**config.mk**
```make
export PLATFORM = sky130hd
export DESIGN_NAME = npcg_toggle_bnc_mp_erase
export DESIGN_NICKNAME = d
export VERILOG_FILES = /design/src/rtl/npcg_toggle_bnc_mp_erase.sv
export SDC_FILE = /design/constraint.sdc
export NUM_CORES = 1
export LEC_CHECK = 0
export CAP_MARGIN = 20
export CORE_ASPECT_RATIO = 0.5
export CORE_UTILIZATION = 30
export DETAILED_ROUTE_END_ITERATION = 8
export PLACE_DENSITY = 0.55
export SYNTH_ARGS = -nofsm -noshare
export SYNTH_HDL_FRONTEND = slang
export SYNTH_SLANG_ARGS = --single-unit
```
**constraint.sdc**
```tcl
create_clock -name iSystemClock -period 4.37 [get_ports iSystemClock]
set_input_delay 0.874 -clock iSystemClock [delete_from_list [all_inputs] [get_ports iSystemClock]]
set_output_delay 0.874 -clock iSystemClock [all_outputs]
set_load 0.02 [all_outputs]
```
**src/rtl/npcg_toggle_bnc_mp_erase.sv**
```systemverilog
// Multi-plane block-erase command generator for the Toggle NAND BNC layer.
// One accepted erase command walks 1..MaxPlanes planes of a single way.
// Each plane gets one CAL burst (optional 27h / prefix, 60h, row address,
// optional D1h/D0h confirm) followed by one timer request to the primitive
// manager.
//
// Handshake: a command is accepted only in the cycle where iCMDValid and the
// opcode/target match while oCMDReady is high (Idle). PM requests are held
// until the PM answers: the CAL request waits for iPM_Ready[6:0] all ones,
// the timer request waits for iPM_LastStep[3], and timer expiry is taken from
// iPM_LastStep[0] while waiting.
module npcg_toggle_bnc_mp_erase #(
  parameter int NumberOfWays   = 4,
  parameter int MaxPlanes      = 4,
  parameter int RowAddrCycles  = 3,
  parameter int PlaneBitPos    = 7,
  parameter int InterPlaneWait = 2,
  parameter int FinalWait      = 10
) (
  input  logic                    iSystemClock,
  input  logic                    iReset,
  input  logic [5:0]              iOpcode,
  input  logic [4:0]              iTargetID,
  input  logic [4:0]              iSourceID,
  input  logic                    iCMDValid,
  output logic                    oCMDReady,
  input  logic [NumberOfWays-1:0] iWaySelect,
  input  logic [31:0]             iRowAddress,
  input  logic [3:0]              iPlaneCount,
  output logic                    oStart,
  output logic                    oLastStep,
  input  logic [7:0]              iPM_Ready,
  input  logic [7:0]              iPM_LastStep,
  output logic [7:0]              oPM_PCommand,
  output logic [2:0]              oPM_PCommandOption,
  output logic [NumberOfWays-1:0] oPM_TargetWay,
  output logic [15:0]             oPM_NumOfData,
  output logic                    oPM_CASelect,
  output logic [7:0]              oPM_CAData
);

  localparam int          PW          = (MaxPlanes > 1) ? $clog2(MaxPlanes) : 1;
  // Plane-select field inside the row address; empty for a single-plane build.
  localparam logic [31:0] FIELD_MASK  = (MaxPlanes > 1) ?
                                        (((32'd1 << PW) - 32'd1) << PlaneBitPos) : 32'd0;
  localparam logic [3:0]  NP_MAX_LAST = 4'(MaxPlanes - 1);
  localparam logic [2:0]  ADDR_LAST   = 3'(RowAddrCycles - 1);

  typedef enum logic [3:0] {
    S_IDLE    = 4'd0,
    S_CAL     = 4'd1,
    S_PRESET  = 4'd2,
    S_PREFIX  = 4'd3,
    S_CMD60   = 4'd4,
    S_ADDR    = 4'd5,
    S_CONFIRM = 4'd6,
    S_TM      = 4'd7,
    S_WAIT    = 4'd8
  } state_t;

  state_t                  state, state_next;
  logic [NumberOfWays-1:0] way_q;
  logic [31:0]             row_q;
  logic [3:0]              np_last;
  logic                    opt_dnc, opt_resume, opt_susp;
  logic [3:0]              plane;
  logic [2:0]              addr_cnt;
  logic [7:0]              ca_data;

  logic        trigger;
  logic        is_last;
  logic        is_first;
  logic        commit;
  logic [3:0]  np_last_in;
  logic [31:0] plane_row;
  logic [2:0]  addr_idx_next;
  logic [31:0] row_shift;
  logic [7:0]  ca_next;
  logic [15:0] prefix_bytes;
  logic        unused_bits;

  assign trigger   = iCMDValid & (iTargetID == 5'b00101) & (iOpcode == 6'b000100);
  assign oStart    = trigger;
  assign is_last   = (plane == np_last);
  assign is_first  = (plane == 4'd0);
  assign commit    = ~(is_last & opt_dnc);
  assign plane_row = (row_q & ~FIELD_MASK) | (({28'd0, plane} << PlaneBitPos) & FIELD_MASK);
  assign prefix_bytes = is_first ? (opt_resume ? 16'd2 : 16'd1) : 16'd0;
  assign oPM_TargetWay = way_q;
  assign oPM_CAData    = ca_data;
  assign unused_bits   = &{1'b0, iPM_Ready[7], iPM_LastStep[7:4], iPM_LastStep[2:1],
                           iSourceID[4:3]};

  // Clamp the requested plane count and keep it as the index of the last plane.
  always_comb begin
    np_last_in = 4'd0;
    if (iPlaneCount == 4'd0)
      np_last_in = 4'd0;
    else if ((iPlaneCount - 4'd1) > NP_MAX_LAST)
      np_last_in = NP_MAX_LAST;
    else
      np_last_in = iPlaneCount - 4'd1;
  end

  // Next-state decode and the combinational PM request outputs.
  always_comb begin
    state_next         = state;
    oCMDReady          = 1'b0;
    oPM_PCommand       = 8'h00;
    oPM_PCommandOption = 3'b000;
    oPM_NumOfData      = 16'd0;
    oPM_CASelect       = 1'b0;
    oLastStep          = 1'b0;
    case (state)
      S_IDLE: begin
        oCMDReady = 1'b1;
        if (trigger) state_next = S_CAL;
      end
      S_CAL: begin
        oPM_PCommand  = 8'h08;
        oPM_NumOfData = 16'(1 + RowAddrCycles) + {15'd0, commit} + prefix_bytes;
        if (iPM_Ready[6:0] == 7'h7F) begin
          if (is_first) state_next = opt_resume ? S_PRESET : S_PREFIX;
          else          state_next = S_CMD60;
        end
      end
      S_PRESET: state_next = S_PREFIX;
      S_PREFIX: state_next = S_CMD60;
      S_CMD60:  state_next = S_ADDR;
      S_ADDR: begin
        oPM_CASelect = 1'b1;
        if (addr_cnt == ADDR_LAST) state_next = commit ? S_CONFIRM : S_TM;
      end
      S_CONFIRM: state_next = S_TM;
      S_TM: begin
        oPM_PCommand       = 8'h01;
        oPM_PCommandOption = 3'b110;
        oPM_NumOfData      = is_last ? 16'(FinalWait) : 16'(InterPlaneWait);
        if (iPM_LastStep[3]) state_next = S_WAIT;
      end
      S_WAIT: begin
        if (iPM_LastStep[0]) begin
          oLastStep  = is_last;
          state_next = is_last ? S_IDLE : S_CAL;
        end
      end
      default: state_next = S_IDLE;
    endcase
  end

  // CA byte for the state being entered, so it is registered and valid while
  // that state is current.
  always_comb begin
    addr_idx_next = (state == S_ADDR) ? (addr_cnt + 3'd1) : 3'd0;
    row_shift     = plane_row >> {addr_idx_next, 3'b000};
    ca_next       = 8'h00;
    case (state_next)
      S_PRESET:  ca_next = 8'h27;
      S_PREFIX:  ca_next = opt_susp ? 8'hFA : 8'hA2;
      S_CMD60:   ca_next = 8'h60;
      S_ADDR:    ca_next = row_shift[7:0];
      S_CONFIRM: ca_next = is_last ? 8'hD0 : 8'hD1;
      default:   ca_next = 8'h00;
    endcase
  end

  // State register, command latches, plane/address counters and CA byte.
  always_ff @(posedge iSystemClock or posedge iReset) begin
    if (iReset) begin
      state      <= S_IDLE;
      way_q      <= '0;
      row_q      <= 32'd0;
      np_last    <= 4'd0;
      opt_dnc    <= 1'b0;
      opt_resume <= 1'b0;
      opt_susp   <= 1'b0;
      plane      <= 4'd0;
      addr_cnt   <= 3'd0;
      ca_data    <= 8'h00;
    end else begin
      state   <= state_next;
      ca_data <= ca_next;
      if (state == S_IDLE && trigger) begin
        way_q      <= iWaySelect;
        row_q      <= iRowAddress;
        np_last    <= np_last_in;
        opt_dnc    <= iSourceID[0];
        opt_resume <= iSourceID[1];
        opt_susp   <= iSourceID[2];
        plane      <= 4'd0;
      end else if (state == S_WAIT && iPM_LastStep[0] && !is_last) begin
        plane <= plane + 4'd1;
      end
      if (state == S_ADDR && state_next == S_ADDR)
        addr_cnt <= addr_cnt + 3'd1;
      else
        addr_cnt <= 3'd0;
    end
  end

endmodule

```
# [Word-level counts from Yosys, hierarchy flattened]
# Index checks and enable logic that the tools add are counted.
[word_totals] regBits=62 input_bits=75 out_inout_bits=43 word_cells=78
[op_classes] add_sub_neg=5 order_cmp=1 eq_ne=18 n_shift=1 mux=29 bitwise_logic=5 reduce_logical=9
[op_table] cell="$mux 4" n=10
[op_table] cell="$pmux 8 s5" n=1
[op_table] cell="$pmux 4 s9" n=1
[op_table] cell="$or 32x9->32" n=1
[op_table] cell="$shr 32x6->8" n=1
[op_table] cell="$eq 4x3->1 const B" n=7
[op_table] cell="$eq 4x2->1 const B" n=4
[op_table] cell="$logic_not 4->1" n=3
[op_table] cell="$mux 3" n=4
[op_table] cell="$pmux 5 s2" n=1
[op_table] cell="$mux 1" n=8
[op_table] cell="$pmux 4 s2" n=1
[op_table] cell="$eq 7x7->1 const B" n=1
[op_table] cell="$mux 7" n=1
[op_table] cell="$eq 6x3->1 const B" n=1
[op_table] cell="$add 4x2->5" n=1
[op_table] cell="$eq 5x3->1 const B" n=1
[op_table] cell="$add 3x1->4 const A" n=1
[op_table] cell="$add 4x1->4 const B" n=1
[op_table] cell="$eq 4x1->1 const B" n=1
[op_table] cell="$eq 4x4->1" n=1
[op_table] cell="$eq 4x4->1 const B" n=1
[op_table] cell="$gt 4x2->1 const B" n=1
[op_table] cell="$logic_and 1x1->1" n=4
[op_table] cell="other kinds (8)" n=11

# [Longest topological paths before layout]
# Gate-level depths: netlist of run 1.
[logic_depth] word_depth=8 ltp_mapped=9 ltp_nobuf=8

# [Least setup slack after synthesis of run 1]
# No wires, ideal clock.
[synth_path] path_kind="register -> output" start="register plane[0]" end="output oPM_NumOfData[2]" t_arrival_ns=1.856 required_time_ns=3.496 setup_slack_ns=1.640 stages_incl_launch_ff=7 path_buffers=0 path_cell_list="dfrtp_1 > xor2_1 > nor4_4 > nand2_1 > ha_1 > ha_1 > nor2b_1"
[synth_via] elab_chain_len=6 word_cells_on_any_way=8 cone_classes="add/sub (2); eq/ne (1); mux (2); bitwise (2); reduce/logical (1)"
[synth_rtl] element="start, declared" line_no="66" text="logic [3:0] plane;"
[synth_rtl] element="start signal, assigned" line_no="192" text="plane <= plane + 4'd1;"
[synth_rtl] element="$eq 4x4->1" line_no="84" text="assign is_last = (plane == np_last);"
[synth_rtl] element="$and 1x1->1" line_no="86" text="assign commit = ~(is_last & opt_dnc);"
[synth_rtl] element="$not 1->1" line_no="86"
[synth_rtl] element="$add 3x1->4" line_no="121" text="oPM_NumOfData = 16'(1 + RowAddrCycles) + {15'd0, commit} + prefix_bytes;"
[synth_rtl] element="$add 4x2->5 (*)" line_no="121"
[synth_rtl] element="$pmux 5 s2 (*)" line_no="114" text="case (state)"
[synth_rtl] element="end, declared" line_no="37" text="output logic [15:0] oPM_NumOfData,"
# Mark *: on every way between the ends. The rest lies on a longest branch, timed or not.

# [Final worst setup path of run 1]
[layout_path] start="register plane[0]" end="output oPM_NumOfData[1]"
# The elaborated chain is that of the path after synthesis.

==> impl_metrics.toml, run 1 <==
[run_status]
status = "finished clean"

[critical_path]
end_kind = "primary output"
start_kind = "flip-flop"
critPathKind = "reg -> out"
path_common_cell = "nand2_1"
max_stage_delay_ns = 0.60
critPathMaxFanout = 10
required_ns = 3.50
cpMaxStageDelayCell = "clkdlybuf4s50_1"
critical_path.top_delay_family = "buffers and inverters"
worstPathArrival_ns = 2.71
worst-path-buf-inv = 2
crit_chain = "xor2_1 > nor4_4 > buf_4 > nand2_1 > ha_1 > ha_1 > nand2_1 > nand2_1 > clkdlybuf4s50_1"

[clocking]
worstSkewPairLatency_ns = 0.32
cts.sinks = 60
cts_tree = "done"
numCtsBuffers = 9
cts.path.max_buffers = 2
hold_buffers = 0
cts_resized = 0
path_clk_slew_ns = 0.05
cts_setup_buffers = 0
htreeDepth = 3
clk_root_buffer_cell = "clkbuf_16"

[cells_and_area]
areaGrowthSynthToFinish_pct = 35.9
fin_util = 0.431
seqCellArea_um2 = 1500
fillers = 1032
diodes = 0
drive_gt1_frac = 0.0596
final_common_cell = "nand2_1"
most-common-layout-cells = "nand2_1 (121), clkdlybuf4s50_1 (87), dfrtp_1 (60), conb_1 (19), nand3_1 (17)"
final_nets = 548
multi_input_area_um2 = 1590

[routing]
remaining_drc_errors = 0
postRouteAntennaNets = 0
vias = 2834
wl_um = 8270
viasPerCell = 4.65
first_pass_iters = 4
post_drt_wl_per_cell_um = 13.5
drt_iter0_drc = 219

[placement]
hpwl_um = 6100
pre_cts_slack_ns = 0.956
io_buffers = 87
place_congestion = 0.846

[global_route]
grt_pass1_vias = 2799
grt_max_degree = 34
grt_overflow = 0
grt_pass1_wl_um = 13900
grt_usage = 0.155
antenna_found_initial = 0

[yosys]
synthCells = 385
yosysUniqueCellTypes = 51
synth-edff-count = 0
synth-async-reset-ratio = 1.00
synth_area_um2 = 3320
yosysWarnings = 0
ys.flop_type = "dfrtp_1"
synth.avg_cell_area_um2 = 8.63
yosys_register_bits = 60
ys_seq_area_frac = 0.452

[timing]
fin_worst_skew_ns = 0.00508
fin_crit_ns = 3.59
maxSlewHeadroom = 0.399
tightest_slew_ns = 0.900
setup_violations = 0
hold_viol_final = 0
setup_ws_ns = 0.784
period_share = 0.821
rsz0062_at_grt = "false"
finalMaxSlewViolations = 0
tns_ns = 0
timing.fmax_mhz = 279

[worst_hold_path]
hp-class = "reg -> reg"

[power_and_ir_drop]
cellLeakagePower_nw = 2.15
p_per_area_nw_per_um2 = 398
ir_drop_mv = 0.196

[die]
start_util = 0.317
core_area_um2 = 10500
io_pins = 118
die_width_um = 151
dieHeight_um = 76.4
num_rows = 26
dieArea_um2 = 11500

[job]
drv_cap = 0
-- cell type report --
class | instances | area share
Tap cell | 140 | 0.0388
Sequential cell | 60 | 0.333
Inverter | 12 | 0.00998
Multi-Input combinational cell | 291 | 0.353
Clock buffer | 14 | 0.0629
Clock inverter | 1 | 0.00111
Timing Repair Buffer | 92 | 0.201
-- per-stage QoR --
| step | area [um^2] | cells | total power (W) | hold slack, ns |
|---|---|---|---|---|
| 2_1_floorplan | 3390 | 403 | 0.000949 | 0.431 |
| 4_1_cts | 4510 | 610 | 0.00181 | 0.465 |
| 3_3_place_gp | 4220 | 595 | 0.00114 | 0.451 |
| 5_1_grt | 4510 | 610 | 0.00188 | 0.488 |
| 3_5_place_dp | 4220 | 595 | 0.00114 | 0.455 |
| 6_report | 4510 | 610 | 0.00180 | 0.458 |
-- sequential cells by signal (all words and copies together), names as in the netlist --
signal	count
opt_susp	1
row_q	30
oPM_CAData	8
state	4
addr_cnt	3
np_last	4
plane	4
opt_dnc	1
opt_resume	1
oPM_TargetWay	4
-- cells by family after synthesis --
logic type / Yosys count / synth area share
and+or+nand+nor: 203 / 0.298
AOI/OAI and AO/OA: 51 / 0.104
other: 1 / 0.00113
buffers and inverters: 52 / 0.0885
DFF: 60 / 0.452
adders and majority gates: 7 / 0.0264
muxes: 3 / 0.00942
xor gates and xnor gates: 8 / 0.0211
-- layer usage --
layer / share of wire / GRT usage / up-vias
met5: 0 / 0 / -
met4: 0.0085 / 0.0420 / 0
met3: 0.060 / 0.0389 / 7
met2: 0.43 / 0.229 / 78
met1: 0.50 / 0.221 / 1328
li1: - / - / 1421
-- synth_stat cells, drive strengths merged, types with 6 or more instances --
library cell | n | share of area
clkbuf | 13 | 0.015
ha | 7 | 0.026
a2111oi | 8 | 0.021
nand3 | 17 | 0.026
inv | 11 | 0.012
dfrtp | 60 | 0.45
nor3 | 6 | 0.0090
buf | 27 | 0.060
nor2b | 11 | 0.021
a31oi | 10 | 0.019
nor2 | 15 | 0.019
nand2 | 121 | 0.14
a21oi | 6 | 0.0090
o21ai | 15 | 0.023
-- power by group --
group | switching (W) | internal, W
Clock | 0.000222 | 0.000440
Sequential | 0.0000470 | 0.000587
Combinational | 0.000279 | 0.000220
Total | 0.000548 | 0.00125
-- path summary, 6_finish.rpt --
path                        startpoint               end  slack (ns)  cells past startpoint
max reg2reg                addr_cnt[0]     oPM_CAData[5]        1.33                      8
max                           plane[0]  oPM_NumOfData[1]        0.78                      9
min in group asynchronous       iReset         row_q[24]        0.98                      2
min reg2reg                  row_q[26]         row_q[26]        0.46                      2
max in group asynchronous       iReset     oPM_CAData[7]        2.55                      3
min                          row_q[26]         row_q[26]        0.46                      2
-- tightest hold or removal path, delay by kind of cell (launching register included) --
kind             cells  cell delay (ns)
flip-flops           1             0.33
AND/OR/NAND/NOR      2             0.10
Power figures use the tool's default switching activity.
==> run 2, diff against run 1 <==
==> constraint.sdc (replaced) <==
create_clock -name iSystemClock -period 3.4 [get_ports iSystemClock]
set_input_delay 0.68 -clock iSystemClock [delete_from_list [all_inputs] [get_ports iSystemClock]]
set_output_delay 0.68 -clock iSystemClock [all_outputs]
set_load 0.02 [all_outputs]
==> impl_metrics.toml, run 2 (same netlist as run 1, synthesis figures left out) <==
[clocking]
worstSkewPairLatency_ns = 0.32
cts.sinks = 60
htreeDepth = 3
numCtsBuffers = 9
cts_setup_buffers = 0
cts_resized = 0
cts_tree = "done"
cts.path.max_buffers = 2
path_clk_slew_ns = 0.05
hold_buffers = 0
clk_root_buffer_cell = "clkbuf_16"

[timing]
rsz0062_at_grt = "false"
timing.fmax_mhz = 309
whs_ns = 0.461
hold_viol_final = 0
fin_crit_ns = 3.23
tightest_slew_ns = 0.777
setup_violations = 0
maxSlewHeadroom = 0.482
tns_ns = 0
period_share = 0.951
fin_worst_skew_ns = 0.00603
finalMaxSlewViolations = 0

[critical_path]
start_kind = "flip-flop"
end_kind = "primary output"
critPathKind = "reg -> out"
worstPathArrival_ns = 2.55
required_ns = 2.72
critPathMaxFanout = 6

[power_and_ir_drop]
cellLeakagePower_nw = 2.15
power_frac_clock = 0.340
p_per_area_nw_per_um2 = 493
p_sw_frac = 0.313
switchingPower_w = 0.000695
seqPwrFrac = 0.361
comb_power_share = 0.299
ir_drop_mv = 0.282
p_int_w = 0.00153

[global_route]
grt_pass1_vias = 2839
antenna_found_initial = 0
grt_usage = 0.157
grt_pass1_wl_um = 13900
grt_max_degree = 61
grt_overflow = 0

[die]
start_util = 0.317
io_pins = 118
dieArea_um2 = 11500
die_width_um = 151
num_rows = 26
core_area_um2 = 10500
dieHeight_um = 76.4

[routing]
wl_um = 8290
first_pass_iters = 4
vias = 2843
postRouteAntennaNets = 0
post_drt_wl_per_cell_um = 13.5
drt_iter0_drc = 157
viasPerCell = 4.65
remaining_drc_errors = 0

[cells_and_area]
most-common-layout-cells = "nand2_1 (121), clkdlybuf4s50_1 (86), dfrtp_1 (60), conb_1 (19), nand3_1 (17)"
final_common_cell = "nand2_1"
largest_register_ffs = 30
final_nets = 552
fin_area_um2 = 4500
drive_gt1_frac = 0.0593
largest_register = "row_q"
diodes = 0
areaGrowthSynthToFinish_pct = 35.6

[placement]
hpwl_um = 5980
place_congestion = 0.797
io_buffers = 87
placed_area_um2 = 4250

[job]
drv_cap = 0

[run_status]
status = "finished clean"

[worst_hold_path]
hp-class = "reg -> reg"
run 2: changes by cell type in the layout (fill, tap and decap cells not counted), sizes merged:
cell and delta:
clkdlybuf4s50 -1, clkbuf -1, clkinv -1, buf +4
dlymetal6s2s +1
run 2: power groups by stage:
| stage | combinational (W) | sequential (W) | clock (W) |
|---|---|---|---|
| 2_1_floorplan | 0.000408 | 0.000812 | 0 |
| 3_3_place_gp | 0.000665 | 0.000813 | 0 |
| 3_5_place_dp | 0.000663 | 0.000814 | 0 |
| 4_1_cts | 0.000665 | 0.000802 | 0.000780 |
| 5_1_grt | 0.000724 | 0.000810 | 0.000810 |
| 6_report | 0.000663 | 0.000802 | 0.000756 |
run 2: area by class of cell:
cell class	count	area (um^2)
fill	1036	5970
multi-input combinational	291	1600
sequential	60	1500
timing repair buffer	96	941
clock buffer	13	240
tap	140	175
inverter	12	45.0
run 2: metrics by stage:
stage / utilization / setup WS [ns] / std cells / total power, W
after floorplan: - / 0.864 / 403 / 0.00122
after CTS: 0.429 / 0.0820 / 612 / 0.00225
final: 0.430 / 0.165 / 612 / 0.00222
after global routing: 0.430 / 0.0136 / 612 / 0.00234
after detailed placement: 0.406 / 0.375 / 599 / 0.00148
after global placement: 0.406 / 0.383 / 599 / 0.00148
run 2: worst paths after layout:
check	startpoint	endpoint	slack [ns]	depth (start not counted)
setup / recovery	plane[0]	oPM_NumOfData[3]	0.17	7
hold / removal	row_q[31]	row_q[31]	0.46	2
setup reg to reg	plane[0]	oPM_CAData[0]	1.05	7
hold reg to reg	row_q[31]	row_q[31]	0.46	2
max in group asynchronous	iReset	oPM_CAData[4]	1.99	3
min in group asynchronous	iReset	row_q[27]	0.90	3
run 2: metal layers:
metal,GRT usage,share of wire,vias up
met5,0,0,-
met4,0.0540,0.014,0
met3,0.0443,0.055,7
met2,0.236,0.43,81
met1,0.215,0.50,1313
li1,-,-,1442
run 2: critical path: stages, from the launching register on:
cell,delay [ns]
dfrtp_1,0.47
xor2_1,0.22
nor4_4,0.30
nand2_1,0.13
ha_1,0.21
ha_1,0.18
a22o_1,0.19
clkdlybuf4s50_1,0.53
